$ cat config.mk
export PLATFORM = sky130hd
export DESIGN_NAME = ecc_csr_master
export DESIGN_NICKNAME = d
export VERILOG_FILES = /design/src/rtl/ecc_csr_pkg.sv /design/src/rtl/ecc_csr_master_avmm_xact.sv /design/src/rtl/ecc_csr_master.sv
export SDC_FILE = /design/constraint.sdc
export NUM_CORES = 2
export LEC_CHECK = 0
export ABC_AREA = 1
export CAP_MARGIN = 20
export CORE_AREA = 2 2 363 365
export DETAILED_ROUTE_END_ITERATION = 16
export DIE_AREA = 0 0 365 367
export PLACE_DENSITY = 0.7
export SYNTH_ARGS = -nofsm -noshare
export SYNTH_HDL_FRONTEND = slang
export SYNTH_HIERARCHICAL = 1
export SYNTH_SLANG_ARGS = --single-unit
$ cat constraint.sdc
create_clock -name clk -period 3.7 [get_ports clk]
set_clock_uncertainty 0.1 [all_clocks]
set_input_delay 0.925 -clock clk [delete_from_list [all_inputs] [get_ports clk]]
set_output_delay 0.925 -clock clk [all_outputs]
set_load 0.05 [all_outputs]
$ cat src/rtl/ecc_csr_pkg.sv
// Shared constants for the ECC CSR master: CSR word map, control bit positions, FSM encoding
// and the operand-to-bus-word packing rule.
package ecc_csr_pkg;

  localparam logic [4:0] CSR_CTRL = 5'd0;
  localparam logic [4:0] CSR_K    = 5'd1;
  localparam logic [4:0] CSR_PY   = 5'd7;
  localparam logic [4:0] CSR_PX   = 5'd13;
  localparam logic [4:0] CSR_PUX  = 5'd20;
  localparam logic [4:0] CSR_PUY  = 5'd26;

  localparam int ECC1_GO   = 0;
  localparam int ECC1_DONE = 31;

  typedef logic [2:0] state_t;
  localparam state_t S_IDLE      = 3'd0;
  localparam state_t S_WR_OPND   = 3'd1;
  localparam state_t S_WR_GO     = 3'd2;
  localparam state_t S_POLL_RD   = 3'd3;
  localparam state_t S_POLL_WAIT = 3'd4;
  localparam state_t S_RD_RES    = 3'd5;
  localparam state_t S_RD_WAIT   = 3'd6;
  localparam state_t S_CLR_GO    = 3'd7;

  // Word w of a 164-bit operand, MSB first; word 5 carries v[3:0] in its top nibble.
  function automatic logic [31:0] pack_word(input logic [163:0] v, input logic [2:0] w);
    logic [191:0] t;
    t = {v, 28'h0};
    return t[191 - 32*w -: 32];
  endfunction

endpackage

$ cat src/rtl/ecc_csr_master_avmm_xact.sv
// Single-transaction Avalon-MM engine: accepts one read or write request while idle and
// reports completion on ack (write accepted by the slave, or read data returned).
module avmm_xact
  import ecc_csr_pkg::*;
#(
  parameter int AW = 26,
  parameter int DW = 32
) (
  input  logic          clk,
  input  logic          reset_n,
  input  logic          req,
  input  logic          we,
  input  logic [AW-1:0] addr,
  input  logic [DW-1:0] wdata,
  output logic          idle,
  output logic          ack,
  output logic [DW-1:0] rdata,
  output logic [AW-1:0] master_address,
  output logic [DW-1:0] master_writedata,
  output logic          master_write,
  output logic          master_read,
  input  logic [DW-1:0] master_readdata,
  input  logic          master_readdatavalid,
  input  logic          master_waitrequest
);

  // Handshake: address/data/strobe are registered and held while waitrequest=1; a cycle with
  // strobe=1 and waitrequest=0 completes the command and the strobe drops on the next edge.
  // A read then waits in pend for exactly one readdatavalid; valid without pend is dropped.
  logic pend;

  assign idle  = !master_write && !master_read && !pend;
  assign ack   = (master_write && !master_waitrequest) || (pend && master_readdatavalid);
  assign rdata = master_readdata;

  always_ff @(posedge clk or negedge reset_n) begin
    if (!reset_n) begin
      master_address   <= '0;
      master_writedata <= '0;
      master_write     <= 1'b0;
      master_read      <= 1'b0;
      pend             <= 1'b0;
    end else begin
      if (idle && req) begin
        master_address   <= addr;
        master_writedata <= wdata;
        master_write     <= we;
        master_read      <= !we;
      end
      if (master_write && !master_waitrequest) master_write <= 1'b0;
      if (master_read && !master_waitrequest) begin
        master_read <= 1'b0;
        pend        <= 1'b1;
      end
      if (pend && master_readdatavalid) pend <= 1'b0;
    end
  end

endmodule

$ cat src/rtl/ecc_csr_master.sv
// Avalon-MM master that loads k/PX/PY into the ECC CSR slave, starts ECC1, polls for done
// and reads PuX/PuY back, replacing the host software sequence.
module ecc_csr_master
  import ecc_csr_pkg::*;
#(
  parameter int MASTER_ADDRESSWIDTH = 26,
  parameter int DATAWIDTH = 32,
  parameter logic [MASTER_ADDRESSWIDTH-1:0] SLAVE_BASE = '0,
  parameter int POLL_LIMIT = 100000
) (
  input  logic                           clk,
  input  logic                           reset_n,
  input  logic                           start,
  input  logic [163:0]                   k,
  input  logic [163:0]                   px,
  input  logic [163:0]                   py,
  output logic [163:0]                   pux,
  output logic [163:0]                   puy,
  output logic                           busy,
  output logic                           done,
  output logic                           timeout,
  output logic [2:0]                     state_dbg,
  output logic [MASTER_ADDRESSWIDTH-1:0] master_address,
  output logic [DATAWIDTH-1:0]           master_writedata,
  output logic                           master_write,
  output logic                           master_read,
  input  logic [DATAWIDTH-1:0]           master_readdata,
  input  logic                           master_readdatavalid,
  input  logic                           master_waitrequest
);

  state_t         state;
  logic [4:0]     idx;
  logic [31:0]    poll_cnt;
  logic           err;
  logic [163:0]   k_r, px_r, py_r, res_x, res_y;
  logic           req, we, xact_idle, ack;
  logic [4:0]     req_idx;
  logic [DATAWIDTH-1:0] wdata, rdata;
  logic [163:0]   opnd;
  logic [2:0]     word_sel;

  assign state_dbg = state;
  assign busy      = (state != S_IDLE);
  assign done      = (state == S_CLR_GO) && ack && !err;
  assign timeout   = (state == S_CLR_GO) && ack && err;

  always_comb begin
    opnd     = px_r;
    word_sel = 3'(idx - CSR_PX);
    if (idx < CSR_PY) begin
      opnd     = k_r;
      word_sel = 3'(idx - CSR_K);
    end else if (idx < CSR_PX) begin
      opnd     = py_r;
      word_sel = 3'(idx - CSR_PY);
    end
  end

  // Requests are raised only while the engine is idle, so each state issues exactly one command.
  always_comb begin
    req     = 1'b0;
    we      = 1'b0;
    req_idx = idx;
    wdata   = '0;
    case (state)
      S_WR_OPND: begin req = xact_idle; we = 1'b1; wdata = pack_word(opnd, word_sel); end
      S_WR_GO:   begin req = xact_idle; we = 1'b1; req_idx = CSR_CTRL; wdata[ECC1_GO] = 1'b1; end
      S_POLL_RD: begin req = xact_idle; req_idx = CSR_CTRL; end
      S_RD_RES:  req = xact_idle;
      S_CLR_GO:  begin req = xact_idle; we = 1'b1; req_idx = CSR_CTRL; end
      default:   req = 1'b0;
    endcase
  end

  avmm_xact #(.AW(MASTER_ADDRESSWIDTH), .DW(DATAWIDTH)) u_xact (
    .clk                  (clk),
    .reset_n              (reset_n),
    .req                  (req),
    .we                   (we),
    .addr                 (SLAVE_BASE + MASTER_ADDRESSWIDTH'({req_idx, 2'b00})),
    .wdata                (wdata),
    .idle                 (xact_idle),
    .ack                  (ack),
    .rdata                (rdata),
    .master_address       (master_address),
    .master_writedata     (master_writedata),
    .master_write         (master_write),
    .master_read          (master_read),
    .master_readdata      (master_readdata),
    .master_readdatavalid (master_readdatavalid),
    .master_waitrequest   (master_waitrequest)
  );

  always_ff @(posedge clk or negedge reset_n) begin
    if (!reset_n) begin
      state    <= S_IDLE;
      idx      <= '0;
      poll_cnt <= '0;
      err      <= 1'b0;
      k_r      <= '0;
      px_r     <= '0;
      py_r     <= '0;
      res_x    <= '0;
      res_y    <= '0;
      pux      <= '0;
      puy      <= '0;
    end else begin
      case (state)
        S_IDLE: if (start) begin
          k_r      <= k;
          px_r     <= px;
          py_r     <= py;
          idx      <= CSR_K;
          poll_cnt <= '0;
          err      <= 1'b0;
          res_x    <= '0;
          res_y    <= '0;
          state    <= S_WR_OPND;
        end
        S_WR_OPND: if (ack) begin
          if (idx == CSR_PX + 5'd5) state <= S_WR_GO;
          else idx <= idx + 5'd1;
        end
        S_WR_GO: if (ack) state <= S_POLL_RD;
        S_POLL_RD: if (xact_idle) state <= S_POLL_WAIT;
        S_POLL_WAIT: if (ack) begin
          if (rdata[ECC1_DONE]) begin
            idx   <= CSR_PUX;
            state <= S_RD_RES;
          end else begin
            poll_cnt <= poll_cnt + 32'd1;
            if (poll_cnt + 32'd1 == 32'(POLL_LIMIT)) begin
              err   <= 1'b1;
              state <= S_CLR_GO;
            end else begin
              state <= S_POLL_RD;
            end
          end
        end
        S_RD_RES: if (xact_idle) state <= S_RD_WAIT;
        S_RD_WAIT: if (ack) begin
          // Results shift in MSB-first; the last word of each value contributes only its top nibble.
          if (idx == CSR_PUY - 5'd1)      res_x <= {res_x[159:0], rdata[31:28]};
          else if (idx < CSR_PUY)         res_x <= {res_x[131:0], rdata[31:0]};
          else if (idx == CSR_PUY + 5'd5) res_y <= {res_y[159:0], rdata[31:28]};
          else                            res_y <= {res_y[131:0], rdata[31:0]};
          if (idx == CSR_PUY + 5'd5) state <= S_CLR_GO;
          else begin
            idx   <= idx + 5'd1;
            state <= S_RD_RES;
          end
        end
        S_CLR_GO: if (ack) begin
          state <= S_IDLE;
          if (!err) begin
            pux <= res_x;
            puy <= res_y;
          end
        end
        default: state <= S_IDLE;
      endcase
    end
  end

endmodule

After elaboration in Yosys (flattened, before gate mapping)
Index checks and enable logic that the tools add are counted.

Register bits after elaboration: 1229. Output and inout port bits: 394. Logic and storage cells: 145.

Add/subtract/negate cells: 6. Order comparisons: 3. Equality and inequality tests: 28. Shifts and indexed selects: 1. Muxes and demuxes: 55. Bitwise gates (word level): 1. Reduce and logical (&&, ||, !) cells: 35.

Operators by type and width (number): 2-to-1 mux 164 bit (10); case mux 164 bit (2 select lines) (2); variable part select 223 x 33 -> 32 bit (1); 2-to-1 mux 32 bit (3); case mux 32 bit (2 select lines) (1); 2-to-1 mux 5 bit (8); 2-to-1 mux 3 bit (13); adder 32 x 1 -> 32 bit (second input constant) (1); == test 32 x 17 -> 1 bit (second input constant) (1); 2-to-1 mux 31 bit (1); != test 2 bit (second input constant) (14); case mux 3 bit (8 select lines) (1); case mux 5 bit (4 select lines) (1); == test 5 bit (second input constant) (3); == test 3 bit (second input constant) (4); 2-to-1 mux 1 bit (12); AND reduction 5 bit (2); nonzero test 2 bit (5); logical AND 1 bit (9); AND reduction 9 bit (1); subtractor 8 x 8 -> 9 bit (first input constant) (1); AND reduction 4 bit (2); AND reduction 8 bit (1); == test 3 x 2 -> 1 bit (second input constant) (2); 21 further kinds (30).

Logic depth before layout (Yosys ltp)
Word-level depth: 7. Mapped depth: 22.

Modules after synthesis
Netlist, hierarchy kept.

Modules (own cells, without submodules): ecc_csr_master (instances 1, cells each 6293, area each 53417.5 µm², sequential area each 29753.5 µm²); avmm_xact (instances 1, cells each 299, area each 2945.3 µm², sequential area each 1526.5 µm²).

Worst setup path after synthesis
Ideal clock, no wire load.

Kind: register -> register. Start point: register idx[0]. End point: register u_xact.master_writedata[10]. Arrival time: 3.671 ns. Required time: 3.526 ns. Slack: -0.145 ns. Cell stages (with the launch flop): 22. Clock period less this slack: 3.845 ns. Cells stage by stage: dfrtp_1 > buf_4 > inv_2 > nand2_1 > nand3_1 > nand2_1 > buf_4 > buf_2 > buf_2 > nor2_1 > fa_1 > clkbuf_1 > inv_1 > clkbuf_1 > ha_1 > inv_2 > a21oi_2 > buf_2 > o211ai_1 > nor2_1 > inv_1 > o21ai_2.

Cells in the longest elaborated chain, start to end: 6.

RTL lines: start: declaration (RTL line ecc_csr_master.sv:33) `logic [4:0] idx;`; start signal: assignment (RTL line ecc_csr_master.sv:123) `else idx <= idx + 5'd1;`; start signal: assignment (RTL line ecc_csr_master.sv:150) `idx <= idx + 5'd1;`; less-than comparator 5 x 4 -> 1 bit, or another cell as far along (RTL line ecc_csr_master.sv:54) `end else if (idx < CSR_PX) begin`; 2-to-1 mux 3 bit (RTL line ecc_csr_master.sv:54); 2-to-1 mux 3 bit (RTL line ecc_csr_master.sv:51) `if (idx < CSR_PY) begin`; subtractor 8 x 8 -> 9 bit (RTL line ecc_csr_pkg.sv:29) `return t[191 - 32*w -: 32];`; variable part select 223 x 33 -> 32 bit (*) (RTL line ecc_csr_pkg.sv:29); 2-to-1 mux 31 bit (*) (RTL line ecc_csr_master.sv:66) `case (state)`; named net wdata[10] (RTL line ecc_csr_master.sv:39) `logic [DATAWIDTH-1:0] wdata, rdata;`; end signal: assignment (RTL line ecc_csr_master_avmm_xact.sv:46) `master_writedata <= wdata;`; end: declaration (RTL line ecc_csr_master_avmm_xact.sv:19) `output logic [DW-1:0] master_writedata,`.

The timed path passes the listed nets; every way through them passes the cells marked *. A chain may end at the register's enable or synchronous reset.

Final worst setup path
Start point: register idx[4]. End point: register u_xact.master_writedata[18].

Cells in the longest elaborated chain, start to end: 6.

RTL lines (RTL line): less-than comparator 5 x 4 -> 1 bit (ecc_csr_master.sv:54); 2-to-1 mux 3 bit (ecc_csr_master.sv:54); 2-to-1 mux 3 bit (ecc_csr_master.sv:51); subtractor 8 x 8 -> 9 bit (ecc_csr_pkg.sv:29); variable part select 223 x 33 -> 32 bit (*) (ecc_csr_pkg.sv:29); 2-to-1 mux 31 bit (*) (ecc_csr_master.sv:66); named net wdata[18] (ecc_csr_master.sv:39).

Marked as above.

==> impl_metrics.toml <==
[power]
p_sw_mw = 22.1
power.density_nw_per_um2 = 743
ir_worst_vdd_mv = 0.718
share_comb_of_total_power = 0.385
internal_power_mw = 31.4
pwr-share-seq = 0.352
p_sw_frac = 0.413
p_clk_frac = 0.262
cellLeakagePower_nw = 30.9

[yosys]
synth_top_area_frac = 0.555
synthesis.area_um2 = 56400
synth_edf_count = 0
synth-adder-area-share = 0.00191
syn_inst = 6592
ys_seq_area_frac = 0.555
synth_cell_types = 47
synthMuxAreaShare = 0
yosys.area_share.simple = 0.155
synth_area_leader_cell = "dfrtp_1"
synthTopCellsByArea = "dfrtp_1, nand2_1, o21ai_0, o2111ai_1, inv_1"
ys_ff_latch = 1250
synth_ff_type = "dfrtp_1"
synth_top_family_by_area = "compound AO/OA/AOI/OAI gates"
yosys.area_share.xor_xnor = 0.000622
avgSynthCellArea_um2 = 8.55
ys_warn_count = 6
synth_compound_area_frac = 0.196
async_flop_share = 1.00

[worst_setup_path]
critPathArrivalTime_ns = 4.13
required_ns = 4.24
start_kind = "flop"
rrSetupSlack_ns = 0.11
r2r-end = "u_xact/master_writedata[18]$_DFFE_PN0P_"
cp-endpoint = "u_xact/master_writedata[18]$_DFFE_PN0P_"
cp_max_fo = 28
worstSetupStartpoint = "idx[4]$_DFFE_PN0P_"
path_class = "flop to flop"
cp-end-kind = "flop"
r2r_cells = 11
r2r_start = "idx[4]$_DFFE_PN0P_"

[clock_tree]
cts_root_buffer = "clkbuf_16"
cts_inserted_buffers = 137
clockBufferDepth = 3
cts_tree = "yes"
htreeDepth = 4
cts_setup_buffers = 0
clk_latency_ns = 0.79
postCtsHoldBufs = 0
clkSinkCount = 1250
cts.clk_slew.worst_paths_ns = 0.06

[place]
hpwl_um = 158000
dp_slack_ns = -0.339
gp_congestion = 0.949
portBuffers = 922
postPlaceCellArea_um2 = 67400

[floorplan]
coreArea_um2 = 130000
io_pins = 923
die_w_um = 365
die_h_um = 367
rows = 133
start_util = 0.432
die-area_um2 = 134000

[detailed_routing]
detail_route.iter0.violations = 5481
routedWlPerCell_um = 23.6
totalWireLength_um = 217000
drc = 0
vias = 50500
ant_nets = 0
viasPerCell = 5.50
dr.pass1.iters = 12

[finish]
post-route-util = 0.553
nets = 7846
syn_to_final_growth_pct = 27.9
fillCellCount = 11800
drive_gt1_frac = 0.0660
design_area_um2 = 72100

[worst_hold_path]
hold_path.class = "input pin to asynchronous set/reset pin"

[timing]
fin_ws_ns = 0.108
rsz0062_at_grt = "no"
finalSetupViolCount = 0
fmaxAchievable_mhz = 278
maxSlewHeadroom = 0.104
hold_viol = 0
min_period_ns = 3.59
period_share = 0.971
final_max_slew_viol_count = 0
worst_pin_slew_ns = 1.34

[global_route]
antenna_found_initial = 19
grt_pass1_vias = 49100
grt-ovfl-total = 0
track_usage = 0.321
grt_pass1_wl_um = 320000
grt_max_degree = 208

[outcome]
status = "finished clean"

[job]
cap_viol_max_count = 0
-- kinds of logic (layout without fill, tap and decap cells) --
logic type                 Yosys count  in the layout
DFF                               1250           1250
adders and majority gates            8              8
buffers and inverters             1231           2032
AOI/OAI and AO/OA                 1829           1829
xor gates and xnor gates             4              4
and+or+nand+nor                   2269           2269
other                                1             32
-- placed cells by master, fill, tap and decap left out, types with 61 or more instances in the layout --
cell type / Yosys / final
nand3_1: 61 / 61
a21oi_1: 143 / 141
o21ai_1: 63 / 63
inv_1: 711 / 708
nor2_1: 171 / 168
buf_4: 52 / 91
dfrtp_1: 1250 / 1248
clkdlybuf4s50_1: 0 / 916
o211ai_1: 110 / 110
o2111ai_1: 327 / 327
nand2_1: 1994 / 1991
clkbuf_16: 0 / 141
o21ai_0: 1053 / 1053
-- timing repair --
action / CTS / global route
resized for setup: 2 / 7
endpoints found under the setup margin: 2 / 5
pin swaps: 0 / 1
endpoints found under the hold margin: 0 / 0
cloned: 0 / 0
-- layer usage --
| layer | routed length, um | GRT usage | vias to the layer above |
|---|---|---|---|
| li1 | - | - | 23100 |
| met1 | 87800 | 0.424 | 24700 |
| met2 | 100000 | 0.504 | 2262 |
| met3 | 17400 | 0.0649 | 434 |
| met4 | 11500 | 0.156 | 10 |
| met5 | 69 | 0 | - |
-- through the flow --
| step | cells | TNS (ns) | hold slack (ns) | total power, mW |
|---|---|---|---|---|
| finish | 9179 | 0 | 0.0535 | 53.6 |
| detailed placement | 8924 | -4.76 | 0.360 | 39.4 |
| floorplan | 6612 | 0 | 0.344 | 30.7 |
| global placement | 8924 | -6.27 | 0.357 | 39.1 |
| global route | 9175 | 0 | 0.0663 | 56.4 |
| CTS | 9167 | 0 | 0.0646 | 53.6 |
-- cell usage after synthesis (7+ instances only) --
library cell,instances
o2111ai_1,327
a21oi_1,143
o21ai_1,63
nor2_1,171
o221ai_1,11
clkbuf_1,272
o211ai_1,110
inv_1,711
o21ai_0,1053
nand3_1,61
o22ai_1,9
buf_1,23
buf_4,52
buf_2,149
nand2_1,1994
o31ai_1,15
buf_6,14
ha_1,7
o21ai_2,58
dfrtp_1,1250
nor2_2,8
inv_2,8
a31oi_1,11
a211oi_1,12
-- critical path: stages (launching register included) --
cell and delay [ns]:
dfrtp_1 0.56, inv_1 0.15, nand2_4 0.11, nor2_1 0.05, fa_2 0.56, buf_4 0.20
buf_4 0.45, o211ai_1 0.35, a21oi_1 0.55, a211oi_2 0.15, inv_1 0.11, o21ai_2 0.06
-- registers in the layout, indices dropped and copies added, names as in the netlist, 26 cells and up --
register and cells:
k_r 164, poll_cnt 32, pux 164, puy 164, px_r 164, py_r 164, res_x 164, res_y 164
u_xact/master_address 26, u_xact/master_writedata 32
-- area by class of cell --
class	instances	area (um2)	area share
clock inverter	39	448	0.00621
inverter	720	2740	0.0380
antenna	11	27.5	0.000382
multi-input combinational	4131	20100	0.279
sequential	1250	31300	0.434
timing repair buffer	1069	11100	0.154
tap	1755	2200	0.0305
clock buffer	204	4190	0.0581
-- worst min-delay path by stage --
stage,cells after the start,to,slack (ns),startpoint
6_report,1,puy[59]$_DFFE_PN0P_,0.05,reset_n
3_5_place_dp,2,py_r[105]$_DFFE_PN0P_,0.36,py_r[105]$_DFFE_PN0P_
4_1_cts,1,pux[155]$_DFFE_PN0P_,0.06,reset_n
3_3_place_gp,2,py_r[21]$_DFFE_PN0P_,0.36,py_r[21]$_DFFE_PN0P_
5_1_grt,1,puy[59]$_DFFE_PN0P_,0.07,reset_n
2_1_floorplan,2,k_r[108]$_DFFE_PN0P_,0.34,k_r[108]$_DFFE_PN0P_
-- power groups by stage --
stage | clock network (mW) | logic, mW | registers, mW
floorplan | 0 | 10.1 | 20.7
finish | 14.1 | 20.6 | 18.9
global placement | 0 | 20.2 | 18.9
detailed placement | 0 | 20.4 | 19.0
CTS | 14.3 | 20.6 | 18.8
global route | 14.8 | 22.4 | 19.2
No activity file was read; power rests on OpenSTA's default activity.
